[config.mk]
export PLATFORM = sky130hd
export DESIGN_NAME = id_ex_hazard_register
export DESIGN_NICKNAME = d
export VERILOG_FILES = /design/src/rtl/pipeline_pkg.sv /design/src/rtl/load_use_detector.sv /design/src/rtl/id_ex_hazard_register.sv
export SDC_FILE = /design/constraint.sdc
export NUM_CORES = 1
export LEC_CHECK = 0
export CAP_MARGIN = 20
export CELL_PAD_IN_SITES_DETAIL_PLACEMENT = 0
export CELL_PAD_IN_SITES_GLOBAL_PLACEMENT = 1
export CORE_UTILIZATION = 30
export DETAILED_ROUTE_END_ITERATION = 16
export PLACE_DENSITY = 0.83
export SETUP_SLACK_MARGIN = 0.5
export SYNTH_ARGS = -nofsm -noshare
export SYNTH_HDL_FRONTEND = slang
export SYNTH_SLANG_ARGS = --single-unit
[constraint.sdc]
create_clock -name clk -period 2.85 [get_ports clk]
set_clock_uncertainty 0.15 [all_clocks]
set_input_delay 0.4275 -clock clk [delete_from_list [all_inputs] [get_ports clk]]
set_output_delay 0.4275 -clock clk [all_outputs]
set_load 0.005 [all_outputs]
[src/rtl/pipeline_pkg.sv]
// pipeline_pkg: shared widths, EX-stage control bundle and slot modes for the ID/EX register
package pipeline_pkg;
   localparam int REG_ADDR_WIDTH = 5;
   localparam int DATA_WIDTH = 16;
   localparam int ALU_OP_WIDTH = 4;
   typedef struct packed {
      logic regWrite;
      logic memRead;
      logic memWrite;
      logic [ALU_OP_WIDTH-1:0] aluOp;
   } ctrl_t;
   localparam ctrl_t BUBBLE_CTRL = '0;
   typedef enum logic [1:0] {RUN, BUBBLE, HOLD} mode_t;
endpackage

[src/rtl/load_use_detector.sv]
// load_use_detector: flags a decode-stage read of a register still being loaded in EX
module load_use_detector #(
   parameter int REG_ADDR_WIDTH = pipeline_pkg::REG_ADDR_WIDTH
) (
   input  logic                      ex_valid,
   input  logic                      ex_mem_read,
   input  logic [REG_ADDR_WIDTH-1:0] ex_rd,
   input  logic                      id_valid,
   input  logic [REG_ADDR_WIDTH-1:0] id_rs,
   input  logic [REG_ADDR_WIDTH-1:0] id_rt,
   output logic                      hazard
);
   // r0 is hardwired, so a load targeting it can never feed a consumer
   assign hazard = ex_valid & ex_mem_read & id_valid & (ex_rd != '0) &
                   ((ex_rd == id_rs) | (ex_rd == id_rt));
endmodule

[src/rtl/id_ex_hazard_register.sv]
// id_ex_hazard_register: ID/EX pipeline register with load-use stall, flush and memory freeze.
// Optional STALL_COUNT_EN adds a saturating stallCycleCount output.
module id_ex_hazard_register #(
   parameter int DATA_WIDTH = pipeline_pkg::DATA_WIDTH,
   parameter int REG_ADDR_WIDTH = pipeline_pkg::REG_ADDR_WIDTH,
   parameter int ALU_OP_WIDTH = pipeline_pkg::ALU_OP_WIDTH
) (
   input  logic                      clk,
   input  logic                      reset,
   input  logic [REG_ADDR_WIDTH-1:0] ifIdRs,
   input  logic [REG_ADDR_WIDTH-1:0] ifIdRt,
   input  logic [REG_ADDR_WIDTH-1:0] ifIdRd,
   input  logic [DATA_WIDTH-1:0]     ifIdReadData1,
   input  logic [DATA_WIDTH-1:0]     ifIdReadData2,
   input  logic [DATA_WIDTH-1:0]     ifIdImmediate,
   input  logic                      ifIdRegWrite,
   input  logic                      ifIdMemRead,
   input  logic                      ifIdMemWrite,
   input  logic [ALU_OP_WIDTH-1:0]   ifIdAluOp,
   input  logic                      ifIdValid,
   input  logic                      flush,
   input  logic                      memBusy,
   output logic [REG_ADDR_WIDTH-1:0] idExRs,
   output logic [REG_ADDR_WIDTH-1:0] idExRt,
   output logic [REG_ADDR_WIDTH-1:0] idExRd,
   output logic [DATA_WIDTH-1:0]     idExReadData1,
   output logic [DATA_WIDTH-1:0]     idExReadData2,
   output logic [DATA_WIDTH-1:0]     idExImmediate,
   output logic                      idExRegWrite,
   output logic                      idExMemRead,
   output logic                      idExMemWrite,
   output logic [ALU_OP_WIDTH-1:0]   idExAluOp,
   output logic                      idExValid,
   output logic                      pcWriteEnable,
   output logic                      ifIdWriteEnable
`ifdef STALL_COUNT_EN
   ,
   output logic [15:0]               stallCycleCount
`endif
);
   import pipeline_pkg::*;
   logic  hazard;
   mode_t mode;
   ctrl_t ctrl;
   ctrl_t ctrl_in;
   load_use_detector #(.REG_ADDR_WIDTH(REG_ADDR_WIDTH)) u_detect (
      .ex_valid(idExValid),
      .ex_mem_read(idExMemRead),
      .ex_rd(idExRd),
      .id_valid(ifIdValid),
      .id_rs(ifIdRs),
      .id_rt(ifIdRt),
      .hazard(hazard)
   );
   assign ctrl_in = {ifIdRegWrite, ifIdMemRead, ifIdMemWrite, ifIdAluOp};
   assign {idExRegWrite, idExMemRead, idExMemWrite, idExAluOp} = ctrl;
   // flush outranks the freeze so a redirect is never lost while memory is busy
   always_comb mode = flush ? BUBBLE : memBusy ? HOLD : hazard ? BUBBLE : RUN;
   assign pcWriteEnable = ~((hazard | memBusy) & ~flush);
   assign ifIdWriteEnable = pcWriteEnable;
   always_ff @(posedge clk)
      if (reset || mode == BUBBLE) begin
         idExRs        <= '0;
         idExRt        <= '0;
         idExRd        <= '0;
         idExReadData1 <= '0;
         idExReadData2 <= '0;
         idExImmediate <= '0;
         ctrl          <= BUBBLE_CTRL;
         idExValid     <= 1'b0;
      end else if (mode == RUN) begin
         idExRs        <= ifIdRs;
         idExRt        <= ifIdRt;
         idExRd        <= ifIdRd;
         idExReadData1 <= ifIdReadData1;
         idExReadData2 <= ifIdReadData2;
         idExImmediate <= ifIdImmediate;
         ctrl          <= ctrl_in;
         idExValid     <= ifIdValid;
      end
`ifdef STALL_COUNT_EN
   always_ff @(posedge clk)
      if (reset)
         stallCycleCount <= '0;
      else if (!pcWriteEnable && stallCycleCount != 16'hFFFF)
         stallCycleCount <= stallCycleCount + 16'd1;
`endif
endmodule

# [After elaboration in Yosys (flattened, before gate mapping)]
# Index checks and enable logic that the tools add are counted.
[classes] n_mul=0 bitwise_logic=9 n_eq_ne=3 reduce_logical=3 addsub=0 magnitude_cmp=0 n_shift=0 n_mux=3 n_div=0
[ops] cell="equality test 5 bit" n=2
[ops] cell="bitwise AND 1 bit" n=5
[ops] cell="nonzero test 5 bit" n=1
[ops] cell="2-to-1 mux 2 bit" n=2
[ops] cell="equality test 2 x 1 -> 1 bit (second input constant)" n=1
[ops] cell="logical NOT 2 bit" n=1
[ops] cell="NOT 1 bit" n=2
[ops] cell="OR 1 bit" n=2
[ops] cell="logical OR 1 bit" n=1
[ops] cell="2-to-1 mux 1 bit" n=1
[totals] ramBits=0 romBits=0 latch_bits=0 regBits=71 n_memories=0 word_cells=29 out_inout_bits=73

# [Logic depth before layout (Yosys ltp)]
[logic_depth] ltp_word=9 depth_mapped=6 mapped_depth_nobuf=4

# [Cells and area by module]
# A second synthesis with hierarchy kept.
[unflattened] hier_cells=336 hier_area_um2=3032.9
[modules_own_cells] module="id_ex_hazard_register" n_inst=1 cells_each=319 area_each_um2=2904.0 seq_area_each_um2=1421.4
[modules_own_cells] module="load_use_detector" n_inst=1 cells_each=17 area_each_um2=128.9 seq_area_each_um2=0.0

# [Worst setup path before layout]
# OpenSTA, ideal clock, no wires.
[synth_path] path_kind="register to output" from="register idExRd[1]" to="output pcWriteEnable" n_path_buf=2 slack_ns=0.490 path_stages_with_launch=7 arrival_ns=1.783 t_required_ns=2.273 path_cell_list="dfxtp_1 -> or4_4 -> o2111ai_4 -> buf_6 -> nor2_1 -> a21oi_1 -> buf_4"
[synth_between] elab_chain_len=6 elab_cells_between_ends=9 classes_between="2 x eq/ne; 6 x bitwise; 1 x reduce/logical"
[synth_rtl] element="start, declared" line="id_ex_hazard_register.sv:25" text="output logic [REG_ADDR_WIDTH-1:0] idExRd,"
[synth_rtl] element="start signal, assigned" line="id_ex_hazard_register.sv:74" text="idExRd <= ifIdRd;"
[synth_rtl] element="equality test 5 bit / nonzero test 5 bit (equally long branches)" line="load_use_detector.sv:15, load_use_detector.sv:14"
[synth_rtl] element="OR 1 bit / bitwise AND 1 bit (equally long branches)" line="load_use_detector.sv:15, load_use_detector.sv:14"
[synth_rtl] element="bitwise AND 1 bit *" line="load_use_detector.sv:14" text="assign hazard = ex_valid & ex_mem_read & id_valid & (ex_rd != '0) &"
[synth_rtl] element="OR 1 bit *" line="id_ex_hazard_register.sv:59" text="assign pcWriteEnable = ~((hazard | memBusy) & ~flush);"
[synth_rtl] element="bitwise AND 1 bit *" line="id_ex_hazard_register.sv:59"
[synth_rtl] element="NOT 1 bit *" line="id_ex_hazard_register.sv:59"
[synth_rtl] element="end, declared" line="id_ex_hazard_register.sv:34" text="output logic pcWriteEnable,"
# Mark *: on every way between the ends. The rest lies on a longest branch, timed or not.

# [Worst setup path in the final report]
[layout_path] from="register idExRd[1]" to="output ifIdWriteEnable"
[layout_between] elab_chain_len=6 elab_cells_between_ends=9 classes_between="2 x eq/ne; 6 x bitwise; 1 x reduce/logical"
[layout_rtl] element="equality test 5 bit / nonzero test 5 bit (equally long branches)" line="load_use_detector.sv:15, load_use_detector.sv:14"
[layout_rtl] element="OR 1 bit / bitwise AND 1 bit (equally long branches)" line="load_use_detector.sv:15, load_use_detector.sv:14"
[layout_rtl] element="bitwise AND 1 bit *" line="load_use_detector.sv:14"
[layout_rtl] element="OR 1 bit *" line="id_ex_hazard_register.sv:59"
[layout_rtl] element="bitwise AND 1 bit *" line="id_ex_hazard_register.sv:59"
[layout_rtl] element="NOT 1 bit *" line="id_ex_hazard_register.sv:59"
[layout_rtl] element="end, declared" line="id_ex_hazard_register.sv:35" text="output logic ifIdWriteEnable"
# Marks and branches as above.

==> impl_metrics.env <==
export IMPL_status="finished clean"
export IMPL_dp_cells=701
export IMPL_timing_rr_start="idExRd[1]"
export IMPL_synth_cell_types=20
export IMPL_ant_nets=0
export IMPL_power_switching_uw=675
export IMPL_dp_hpwl_mm=7.41
export IMPL_peakVddDrop_uv=219
export IMPL_cts_sinks=71
export IMPL_layout_commonest_cell="clkdlybuf4s50_1"
export IMPL_startpoint="idExRd[1]"
export IMPL_drc_errors=0
export IMPL_yosysSeqAreaShare=0.373
export IMPL_seq_area_sq_um=1430
export IMPL_async_flop_share=0
export IMPL_rows=40
export IMPL_vias=3855
export IMPL_synth_compound_area_frac=0.243
export IMPL_port_buffers=147
export IMPL_p_sw_frac=0.238
export IMPL_multi_input_area_sq_um=2160
export IMPL_synth_avg_cell_area_sq_um=8.83
export IMPL_max_freq_mhz=417
export IMPL_seqPwrFrac=0.388
export IMPL_overflow=0
export IMPL_final_cell_mix="clkdlybuf4s50_1, nand3b_1, nor3b_1, a22oi_1, o21ai_0"
export IMPL_timing_rr_end="idExImmediate[4]"
export IMPL_ys_flop_type="dfxtp_1"
export IMPL_dpl_cell_area_sq_um=5330
export IMPL_synth_fa_ha_area_frac=0
export IMPL_fin_setup_tns_ns=0
export IMPL_yosys_warnings=0
export IMPL_dieArea_sq_um=13200
export IMPL_layout_nets=622
export IMPL_p_clk_frac=0.436
export IMPL_timing_slew_headroom=0.475
export IMPL_p_int_mw=2.16
export IMPL_synth_xor_xnor_area_share=0.0230
export IMPL_cts_tree="built"
export IMPL_vias_per_cell=5.35
export IMPL_yosys_area_top_type="dfxtp_1"
export IMPL_worstHoldPathType="reg -> reg"
export IMPL_leakage_nw=1.76
export IMPL_cts_root_buf="clkbuf_16"
export IMPL_antenna_found_initial=0
export IMPL_arrival_ns=1.82
export IMPL_cp_max_fo=2
export IMPL_slew_viol_final=0
export IMPL_die_h_microns=115
export IMPL_worst_ep_required_time_ns=2.27
export IMPL_routed_wl_mm=12.5
export IMPL_hold_violations=0
export IMPL_synth_area_mux_share=0
export IMPL_layout_min_cycle_time_ns=2.40
export IMPL_fillCellCount=1224
export IMPL_track_usage=0.190
export IMPL_drive_gt1_frac=0.0707
export IMPL_gp_congestion=0.761
export IMPL_rsz0062_at_grt="yes"
export IMPL_synth_edf_count=0
export IMPL_clk_latency_ns=0.33
export IMPL_die_w_microns=115
export IMPL_tightest_slew_ns=0.787
export IMPL_drt_iter0_drc=298
export IMPL_grt_pass1_vias=3888
export IMPL_powerDensity_nw_per_um2=498
export IMPL_synthTopCellsByArea="dfxtp_1, a22oi_1, nand3b_1, nor3b_1, o21ai_0"
export IMPL_final_period_utilization=0.841
export IMPL_synth_top_area_share=0.373
export IMPL_detail_route_wl_per_cell_microns=17.4
export IMPL_grt_max_degree=89
export IMPL_drv_cap=0
export IMPL_yosys_area_share_simple=0.294
export IMPL_cts_buffer_depth=2
export IMPL_pwr_share_comb=0.176
export IMPL_synth_seq_cells=71
export IMPL_design_area_sq_um=5690
export IMPL_hold_end="idExReadData2[7]"
export IMPL_synth_top_family_by_area="simple AND/OR/NAND/NOR gates"
export IMPL_grt_pass1_wl_mm=19.7
export IMPL_end_kind="primary output"
export IMPL_clk_pin_slew_worst_paths_ns=0.06
export IMPL_setup_violations=0
export IMPL_final_util=0.466
export IMPL_r2r_slack_ns=0.62
export IMPL_total_power_mw=2.84
export IMPL_start_util=0.312
export IMPL_synth_fp_nets=507
export IMPL_drtPass1Iterations=5
export IMPL_fin_cells=720
export IMPL_antenna_cells=0
export IMPL_cts_buffers=9
export IMPL_pin_count=148
export IMPL_core_area_sq_um=12200
export IMPL_critPathKind="reg -> out"
export IMPL_min_path_cells=2
export IMPL_hp_start="idExReadData2[7]"
export IMPL_worstRegToRegCells=6
export IMPL_netlist_area_sq_um=3810
export IMPL_synth_cells=432
export IMPL_area_delta_synth_final_pct=49.3
export IMPL_htreeDepth=3
export IMPL_cp_start_kind="flop"
-- per-layer routing --
| layer | share of wire | wire (microns) | global-route usage |
|---|---|---|---|
| met5 | 0 | 0 | 0 |
| met4 | 0.010 | 125 | 0.0649 |
| met3 | 0.050 | 628 | 0.0432 |
| met2 | 0.49 | 6140 | 0.327 |
| met1 | 0.45 | 5630 | 0.233 |
-- sequential cells by signal (all words and copies together), names as in the netlist, 4 cells and up --
register and flops:
idExReadData1 16, idExReadData2 16, idExRd 5, idExImmediate 16
idExRt 5, idExRs 5, idExAluOp 4
-- Yosys cell counts (2+ instances only) --
library cell / count
a22oi_1: 71
buf_4: 2
buf_6: 6
clkbuf_1: 45
dfxtp_1: 71
nand2_1: 2
nand3_1: 2
nand3b_1: 71
nor2_1: 2
nor3b_1: 71
o21ai_0: 71
xnor2_1: 10
-- layout make-up --
class	count	area share
well taps	168	0.0369
repair buffers	158	0.275
multi-input cells	307	0.380
clock inverters	3	0.0114
clock buffers	13	0.0457
flip-flops and latches	71	0.251
-- worst max path at each step --
stage	to	slack, ns	cells past startpoint
2_1_floorplan	pcWriteEnable	0.53	6
3_3_place_gp	ifIdWriteEnable	0.23	6
3_5_place_dp	idExRt[2]	0.19	6
4_1_cts	ifIdWriteEnable	0.44	5
5_1_grt	ifIdWriteEnable	0.38	5
6_report	ifIdWriteEnable	0.45	5
-- stage by stage --
step	worst slack, ns	hold slack [ns]
floorplan	0.535	0.335
global placement	0.233	0.322
detailed placement	0.194	0.334
CTS	0.439	0.346
global route	0.380	0.367
finish	0.452	0.346
-- power groups by stage --
stage / combinational, mW / clock [mW] / sequential, mW
final: 0.499 / 1.24 / 1.10
after global placement: 0.486 / 0 / 1.12
after CTS: 0.502 / 1.26 / 1.10
after global routing: 0.540 / 1.31 / 1.11
after floorplan: 0.192 / 0 / 1.12
after detailed placement: 0.495 / 0 / 1.12
-- critical path, stage by stage, from the launching register on --
cell	delay, ns
dfxtp_4	0.34
or4_4	0.55
o2111ai_4	0.24
nor2_2	0.05
a21oi_2	0.17
buf_2	0.14
-- kinds of logic (layout without fill, tap and decap cells) --
kind of cell | count (synthesis) | count (layout)
AND/OR/NAND/NOR | 152 | 152
AO/OA/AOI/OAI | 145 | 145
flip-flops | 71 | 71
buffers and inverters | 54 | 174
XOR/XNOR | 10 | 10
-- what timing repair did --
action                                  CTS  global route
setup buffers                             2             1
hold buffers                              0             0
endpoints found under the setup margin   54            73
pin swaps                                 3             3
resized for setup                        14             3
Power figures use the tool's default switching activity.
